--- src/rtl/pll_lock_supervisor_if.sv ---
// PLL lock input plus the staged reset / status outputs of pll_lock_supervisor.
// Defining PLL_AUTO_RESET_EN adds the pll_rst request line.
interface pll_lock_supervisor_if #(
  parameter int NUM_STAGES = 4,
  parameter int CNT_W      = 8
);
  logic                  lock;
  logic [NUM_STAGES-1:0] rst_out;
  logic                  pll_ready;
  logic [CNT_W-1:0]      lock_lost_cnt;
  logic [1:0]            state;

`ifdef PLL_AUTO_RESET_EN
  logic                  pll_rst;

  modport master (input lock, output rst_out, pll_ready, lock_lost_cnt, state, pll_rst);
  modport slave  (output lock, input rst_out, pll_ready, lock_lost_cnt, state, pll_rst);
`else
  modport master (input lock, output rst_out, pll_ready, lock_lost_cnt, state);
  modport slave  (output lock, input rst_out, pll_ready, lock_lost_cnt, state);
`endif
endinterface

--- src/rtl/pll_lock_supervisor.sv ---
// Debounces the PLL lock and releases lock-qualified staged resets, bit 0 first.
// Optional PLL_AUTO_RESET_EN: pulses pll_rst when lock never arrives in WAIT_LOCK.
module pll_lock_supervisor #(
  parameter int NUM_STAGES  = 4,
  parameter int STABLE_CYC  = 1000,
  parameter int STAGE_GAP   = 16,
  parameter int CNT_W       = 8
`ifdef PLL_AUTO_RESET_EN
  ,
  parameter int TIMEOUT_CYC = 50000,
  parameter int PLL_RST_CYC = 10
`endif
) (
  input  logic                  sys_clk,
  input  logic                  sys_rst,
  pll_lock_supervisor_if.master bus
);

  localparam int RELEASE_END = NUM_STAGES * STAGE_GAP;
  localparam int STABLE_W    = $clog2(STABLE_CYC + 1);
  localparam int GAP_W       = $clog2(RELEASE_END + 1);

  typedef enum logic [1:0] {
    WAIT_LOCK = 2'd0,
    STABLE    = 2'd1,
    RELEASE   = 2'd2,
    RUN       = 2'd3
  } state_e;

  logic [1:0]            sync_q;
  logic                  lock_s;
  state_e                state_q, state_d;
  logic [STABLE_W-1:0]   stable_q, stable_d;
  logic [GAP_W-1:0]      gap_q, gap_d;
  logic [NUM_STAGES-1:0] rst_out_q, rst_out_d;
  logic                  ready_q, ready_d;
  logic [CNT_W-1:0]      lost_q, lost_d;

  // lock is asynchronous to sys_clk; only the second flop may feed decisions
  always_ff @(posedge sys_clk) begin
    if (sys_rst) begin
      sync_q <= 2'b00;
    end else begin
      sync_q <= {sync_q[0], bus.lock};
    end
  end

  assign lock_s = sync_q[1];

  always_ff @(posedge sys_clk) begin
    if (sys_rst) begin
      state_q   <= WAIT_LOCK;
      stable_q  <= '0;
      gap_q     <= '0;
      rst_out_q <= '1;
      ready_q   <= 1'b0;
      lost_q    <= '0;
    end else begin
      state_q   <= state_d;
      stable_q  <= stable_d;
      gap_q     <= gap_d;
      rst_out_q <= rst_out_d;
      ready_q   <= ready_d;
      lost_q    <= lost_d;
    end
  end

  always_comb begin
    state_d   = state_q;
    stable_d  = stable_q;
    gap_d     = gap_q;
    rst_out_d = rst_out_q;
    ready_d   = ready_q;
    lost_d    = lost_q;

    unique case (state_q)
      WAIT_LOCK: begin
        rst_out_d = '1;
        ready_d   = 1'b0;
        gap_d     = '0;
        stable_d  = '0;
        if (lock_s) begin
          state_d  = STABLE;
          stable_d = STABLE_W'(1);
        end
      end

      STABLE: begin
        if (!lock_s) begin
          state_d  = WAIT_LOCK;
          stable_d = '0;
        end else begin
          stable_d = stable_q + 1'b1;
          if (stable_d == STABLE_W'(STABLE_CYC)) begin
            state_d  = RELEASE;
            stable_d = '0;
            gap_d    = '0;
          end
        end
      end

      RELEASE, RUN: begin
        // A lock drop wins over any stage release due on this same edge
        if (!lock_s) begin
          state_d   = WAIT_LOCK;
          rst_out_d = '1;
          ready_d   = 1'b0;
          gap_d     = '0;
          if (lost_q != {CNT_W{1'b1}}) begin
            lost_d = lost_q + 1'b1;
          end
        end else if (state_q == RELEASE) begin
          gap_d = gap_q + 1'b1;
          for (int k = 0; k < NUM_STAGES; k++) begin
            if (gap_d == GAP_W'((k + 1) * STAGE_GAP)) begin
              rst_out_d[k] = 1'b0;
            end
          end
          if (gap_d == GAP_W'(RELEASE_END)) begin
            state_d = RUN;
            ready_d = 1'b1;
          end
        end
      end

      default: begin
        state_d = WAIT_LOCK;
      end
    endcase
  end

  assign bus.rst_out       = rst_out_q;
  assign bus.pll_ready     = ready_q;
  assign bus.lock_lost_cnt = lost_q;
  assign bus.state         = state_q;

`ifdef PLL_AUTO_RESET_EN
  localparam int TO_W = $clog2(TIMEOUT_CYC + 1);
  localparam int PR_W = $clog2(PLL_RST_CYC + 1);

  logic [TO_W-1:0] tmo_q, tmo_d;
  logic [PR_W-1:0] pulse_q, pulse_d;
  logic            pll_rst_q, pll_rst_d;

  always_ff @(posedge sys_clk) begin
    if (sys_rst) begin
      tmo_q     <= '0;
      pulse_q   <= '0;
      pll_rst_q <= 1'b0;
    end else begin
      tmo_q     <= tmo_d;
      pulse_q   <= pulse_d;
      pll_rst_q <= pll_rst_d;
    end
  end

  // The pulse runs to full width regardless of FSM activity; timer restarts after it
  always_comb begin
    tmo_d     = tmo_q;
    pulse_d   = pulse_q;
    pll_rst_d = pll_rst_q;

    if (pll_rst_q) begin
      tmo_d = '0;
      if (pulse_q == PR_W'(PLL_RST_CYC)) begin
        pll_rst_d = 1'b0;
        pulse_d   = '0;
      end else begin
        pulse_d = pulse_q + 1'b1;
      end
    end else if (state_q == WAIT_LOCK) begin
      tmo_d = tmo_q + 1'b1;
      if (tmo_d == TO_W'(TIMEOUT_CYC)) begin
        tmo_d     = '0;
        pll_rst_d = 1'b1;
        pulse_d   = PR_W'(1);
      end
    end else begin
      tmo_d = '0;
    end
  end

  assign bus.pll_rst = pll_rst_q;
`endif

endmodule

--- src/flat_wrapper.sv ---
// flat-port wrapper written by rule: the top's interface ports become plain ports
module pll_lock_supervisor_flat 
#(
  parameter int NUM_STAGES  = 4,
  parameter int STABLE_CYC  = 1000,
  parameter int STAGE_GAP   = 16,
  parameter int CNT_W       = 8

)
  (sys_clk, sys_rst, bus_lock, bus_rst_out, bus_pll_ready, bus_lock_lost_cnt, bus_state);
  pll_lock_supervisor_if #(.NUM_STAGES(NUM_STAGES), .CNT_W(CNT_W)) bus_i ();
  input  logic sys_clk;
  input  logic sys_rst;
  input wire logic [$bits(bus_i.lock)-1:0] bus_lock;
  output wire logic [$bits(bus_i.rst_out)-1:0] bus_rst_out;
  output wire logic [$bits(bus_i.pll_ready)-1:0] bus_pll_ready;
  output wire logic [$bits(bus_i.lock_lost_cnt)-1:0] bus_lock_lost_cnt;
  output wire logic [$bits(bus_i.state)-1:0] bus_state;
  assign bus_i.lock = bus_lock;
  assign bus_rst_out = bus_i.rst_out;
  assign bus_pll_ready = bus_i.pll_ready;
  assign bus_lock_lost_cnt = bus_i.lock_lost_cnt;
  assign bus_state = bus_i.state;
  pll_lock_supervisor #(.NUM_STAGES(NUM_STAGES), .STABLE_CYC(STABLE_CYC), .STAGE_GAP(STAGE_GAP), .CNT_W(CNT_W)) u_core (.sys_clk(sys_clk), .sys_rst(sys_rst), .bus(bus_i));
endmodule
--- config.mk ---
export PLATFORM = sky130hd
export DESIGN_NAME = pll_lock_supervisor_flat
export DESIGN_NICKNAME = d
export VERILOG_FILES = /design/src/rtl/pll_lock_supervisor_if.sv /design/src/rtl/pll_lock_supervisor.sv /design/src/flat_wrapper.sv
export SDC_FILE = /design/constraint.sdc
export NUM_CORES = 1
export LEC_CHECK = 0
export BUFFER_PORTS_ARGS = -buffer_cell sky130_fd_sc_hd__buf_2
export CAP_MARGIN = 20
export CORE_MARGIN = 4
export CORE_UTILIZATION = 65
export CTS_BUF_LIST = sky130_fd_sc_hd__clkbuf_8
export CTS_CLUSTER_DIAMETER = 120
export DETAILED_ROUTE_END_ITERATION = 10
export PLACE_DENSITY = 0.95
export REMOVE_ABC_BUFFERS = 1
export SYNTH_ARGS = -nofsm -noshare
export SYNTH_HDL_FRONTEND = slang
export SYNTH_SLANG_ARGS = --single-unit
--- constraint.sdc ---
create_clock -name sys_clk -period 5.1 [get_ports sys_clk]
set_clock_uncertainty 0.15 [all_clocks]
set_input_delay 0 -clock sys_clk [delete_from_list [all_inputs] [get_ports sys_clk]]
set_output_delay 0 -clock sys_clk [all_outputs]
set_load 0.03 [all_outputs]
==> flow_summary.json <==
{
  "grt_max_degree": 22,
  "yosysSeqAreaShare_pct": 40.6,
  "die_w_um": 58.8,
  "pwr-share-clk_pct": 46.4,
  "portBuffers": 17,
  "synth_flop_cell": "dfxtp_1",
  "fmax_mhz": 386,
  "yosysTopAreaCell": "dfxtp_1",
  "cp.arrival_ps": 2620,
  "antenna_found_initial": 0,
  "drive_gt1_share_pct": 15.0,
  "timing.final.crit_share_pct": 50.8,
  "final.fill_count": 179,
  "synth_area_sq_um": 1680,
  "vias": 1563,
  "clock_sinks": 34,
  "drv_slew": 0,
  "cts.path.max_buffers": 2,
  "hp-class": "flop to flop",
  "dieArea_sq_um": 3460,
  "ys_types": 48,
  "gr-total-overflow": 0,
  "cts_tree": "built",
  "drt_wl_total_um": 3840,
  "synth_area_leaders": "dfxtp_1 (41%), nand2_1 (4.9%), nor2_1 (3.8%), a22o_1 (3.7%), a21oi_1 (3.6%)",
  "area_growth_pct": 13.1,
  "worst_pin_slew_ps": 662,
  "period_needed_ps": 2590,
  "grt_pass1_wl_um": 6660,
  "hold_viol_final": 0,
  "cts-buffers-inserted": 5,
  "vias_per_cell": 6.43,
  "dieHeight_um": 58.8,
  "dp_hpwl_um": 2660,
  "ys_ff_latch": 34,
  "cp-end-kind": "flop",
  "drt_iter0_drc": 81,
  "critPathKind": "flop to flop",
  "setup_viol": 0,
  "pwr-share-seq_pct": 51.9,
  "path_clk_slew_ps": 70,
  "vdd_drop_max_mv": 0.277,
  "cap_violations": 0,
  "power_frac_comb_pct": 1.7,
  "tns_ps": 0,
  "syn_inst": 192,
  "initial_utilization_pct": 67.7,
  "ioPinCount": 18,
  "grt_setup_unrepaired": "false",
  "dp_cells": 233,
  "layout.cells.most_common": "dfxtp_1",
  "path_max_fanout": 13,
  "cts_root_buffer": "clkbuf_8",
  "grt_pass1_vias": 1481,
  "avgSynthCellArea_sq_um": 8.73,
  "first_pass_iters": 4,
  "drc": 0,
  "core-area_sq_um": 2480,
  "crit_path_start_kind": "flop",
  "nNetsFinal": 218,
  "rrSetupSlack_ps": 2510,
  "ant_nets": 0,
  "slew_headroom_pct": 55.6,
  "grt_usage_pct": 24.9,
  "clkLatencyLatePin_ps": 290,
  "postSynth.asyncResetShare_pct": 0,
  "routabilityCongestion": 0.921,
  "yosys_warnings": 0,
  "htree_levels": 2,
  "power.switching_mw": 0.103,
  "outcome": "finished, final reports clean",
  "power.internal_mw": 0.414,
  "mostFrequentLayoutCells": "dfxtp_1 (34), nand2_1 (22), nor2_1 (17), buf_2 (17), a21oi_1 (12)",
  "n_antenna_cell": 0,
  "rows": 18,
  "layout.cells.non_filler": 243,
  "synth_top_area_share_pct": 40.6,
  "synth_edf_count": 0,
  "critPathRequiredTime_ps": 5130,
  "power_density_nw_per_um2": 273,
  "power.share.switching_pct": 20.0,
  "wire_per_inst_um": 15.8,
  "leakagePower_nw": 0.747
}
synth_stat cells (all sizes together) (2+ instances only):
library cell / count
or3: 5
buf: 2
nand2: 22
ha: 3
o31ai: 3
a21oi: 12
a22o: 7
nand2b: 4
clkbuf: 4
nor4b: 2
inv: 6
xnor2: 5
nor3: 6
xor2: 5
and3: 4
o21ai: 7
a31oi: 2
a311oi: 2
nor4: 3
a21o: 2
nor2b: 3
mux2i: 3
nand4: 5
dfxtp: 34
nor2: 17
nand3: 10
per-stage QoR:
stage	setup WS, ps	power [mW]	cell area, sq um	hold slack, ps	utilization (%)
2_1_floorplan	2730	0.278	1650	-80.9	-
3_3_place_gp	2630	0.281	1770	62.6	71.4
3_5_place_dp	2520	0.282	1770	152	71.4
4_1_cts	2520	0.518	1900	296	76.6
5_1_grt	2340	0.531	1900	334	76.6
6_report	2510	0.517	1900	292	76.6
state kept, by name (all words and copies together) (netlist names):
| register | count |
|---|---|
| u_core.stable_q | 10 |
| u_core.bus.lock_lost_cnt | 8 |
| u_core.gap_q | 7 |
| u_core.bus.rst_out | 4 |
| u_core.bus.state | 2 |
| u_core.sync_q | 2 |
| u_core.bus.pll_ready | 1 |
worst max-delay path, cell delays in order, from the launching register on:
cell and delay, ps:
dfxtp_1 390, ha_1 270, and4b_1 210, mux2i_1 70
o22a_1 250, o41a_1 620, and3_1 260, a221o_1 250
cell type report:
class                   instances  area [sq um]  share of cell area (%)
multi-input cells             146           942                    49.7
flip-flops and latches         34           681                    35.9
repair buffers                 19           105                    5.54
clock buffers                   5          68.8                    3.63
clock inverters                 3          40.0                    2.11
well taps                      30          37.5                    1.98
inverters                       6          22.5                    1.19
per-layer routing:
metal / part of all wire [%] / track usage, % / vias up / wire length, um
met2: 51 / 42.9 / 64 / 1940
met1: 41 / 28.2 / 747 / 1570
li1: - / - / 741 / -
met4: 2.3 / 10.4 / 0 / 90
met5: 0 / 0 / - / 0
met3: 6.1 / 7.68 / 11 / 233
power groups by stage:
| stage | Clock [mW] | Sequential, mW | Combinational [mW] |
|---|---|---|---|
| finish | 0.240 | 0.269 | 0.00900 |
| detailed placement | 0 | 0.274 | 0.00762 |
| global route | 0.253 | 0.269 | 0.00982 |
| floorplan | 0 | 0.275 | 0.00330 |
| global placement | 0 | 0.274 | 0.00701 |
| CTS | 0.240 | 0.268 | 0.00882 |
path summary, 6_finish.rpt:
check             cells past startpoint                             from                         endpoint
setup reg to reg                      7  u_core.stable_q[0]$_SDFFE_PP0P_  u_core.stable_q[3]$_SDFFE_PP0P_
hold / removal                        1      u_core.sync_q[0]$_SDFF_PP0_      u_core.sync_q[1]$_SDFF_PP0_
hold reg to reg                       1      u_core.sync_q[0]$_SDFF_PP0_      u_core.sync_q[1]$_SDFF_PP0_
setup / recovery                      7  u_core.stable_q[0]$_SDFFE_PP0P_  u_core.stable_q[3]$_SDFFE_PP0P_
logic make-up (layout without fill, tap and decap cells):
| group | after synthesis | in the layout | synth area share (%) |
|---|---|---|---|
| compound gates | 44 | 44 | 18.6 |
| xor+xnor | 10 | 10 | 5.22 |
| fa+ha+maj | 3 | 3 | 2.24 |
| buf+inv | 12 | 33 | 3.21 |
| flops | 34 | 34 | 40.6 |
| mux | 4 | 4 | 2.46 |
| simple gates | 85 | 85 | 27.7 |
timing repair:
item                                   4_1_cts  5_1_grt
hold buffers                                 2        0
setup endpoints to repair                    0        0
resized for setup                            0        0
setup buffers                                0        0
endpoints found under the hold margin       11        0
(Power assumes the default switching activity.)
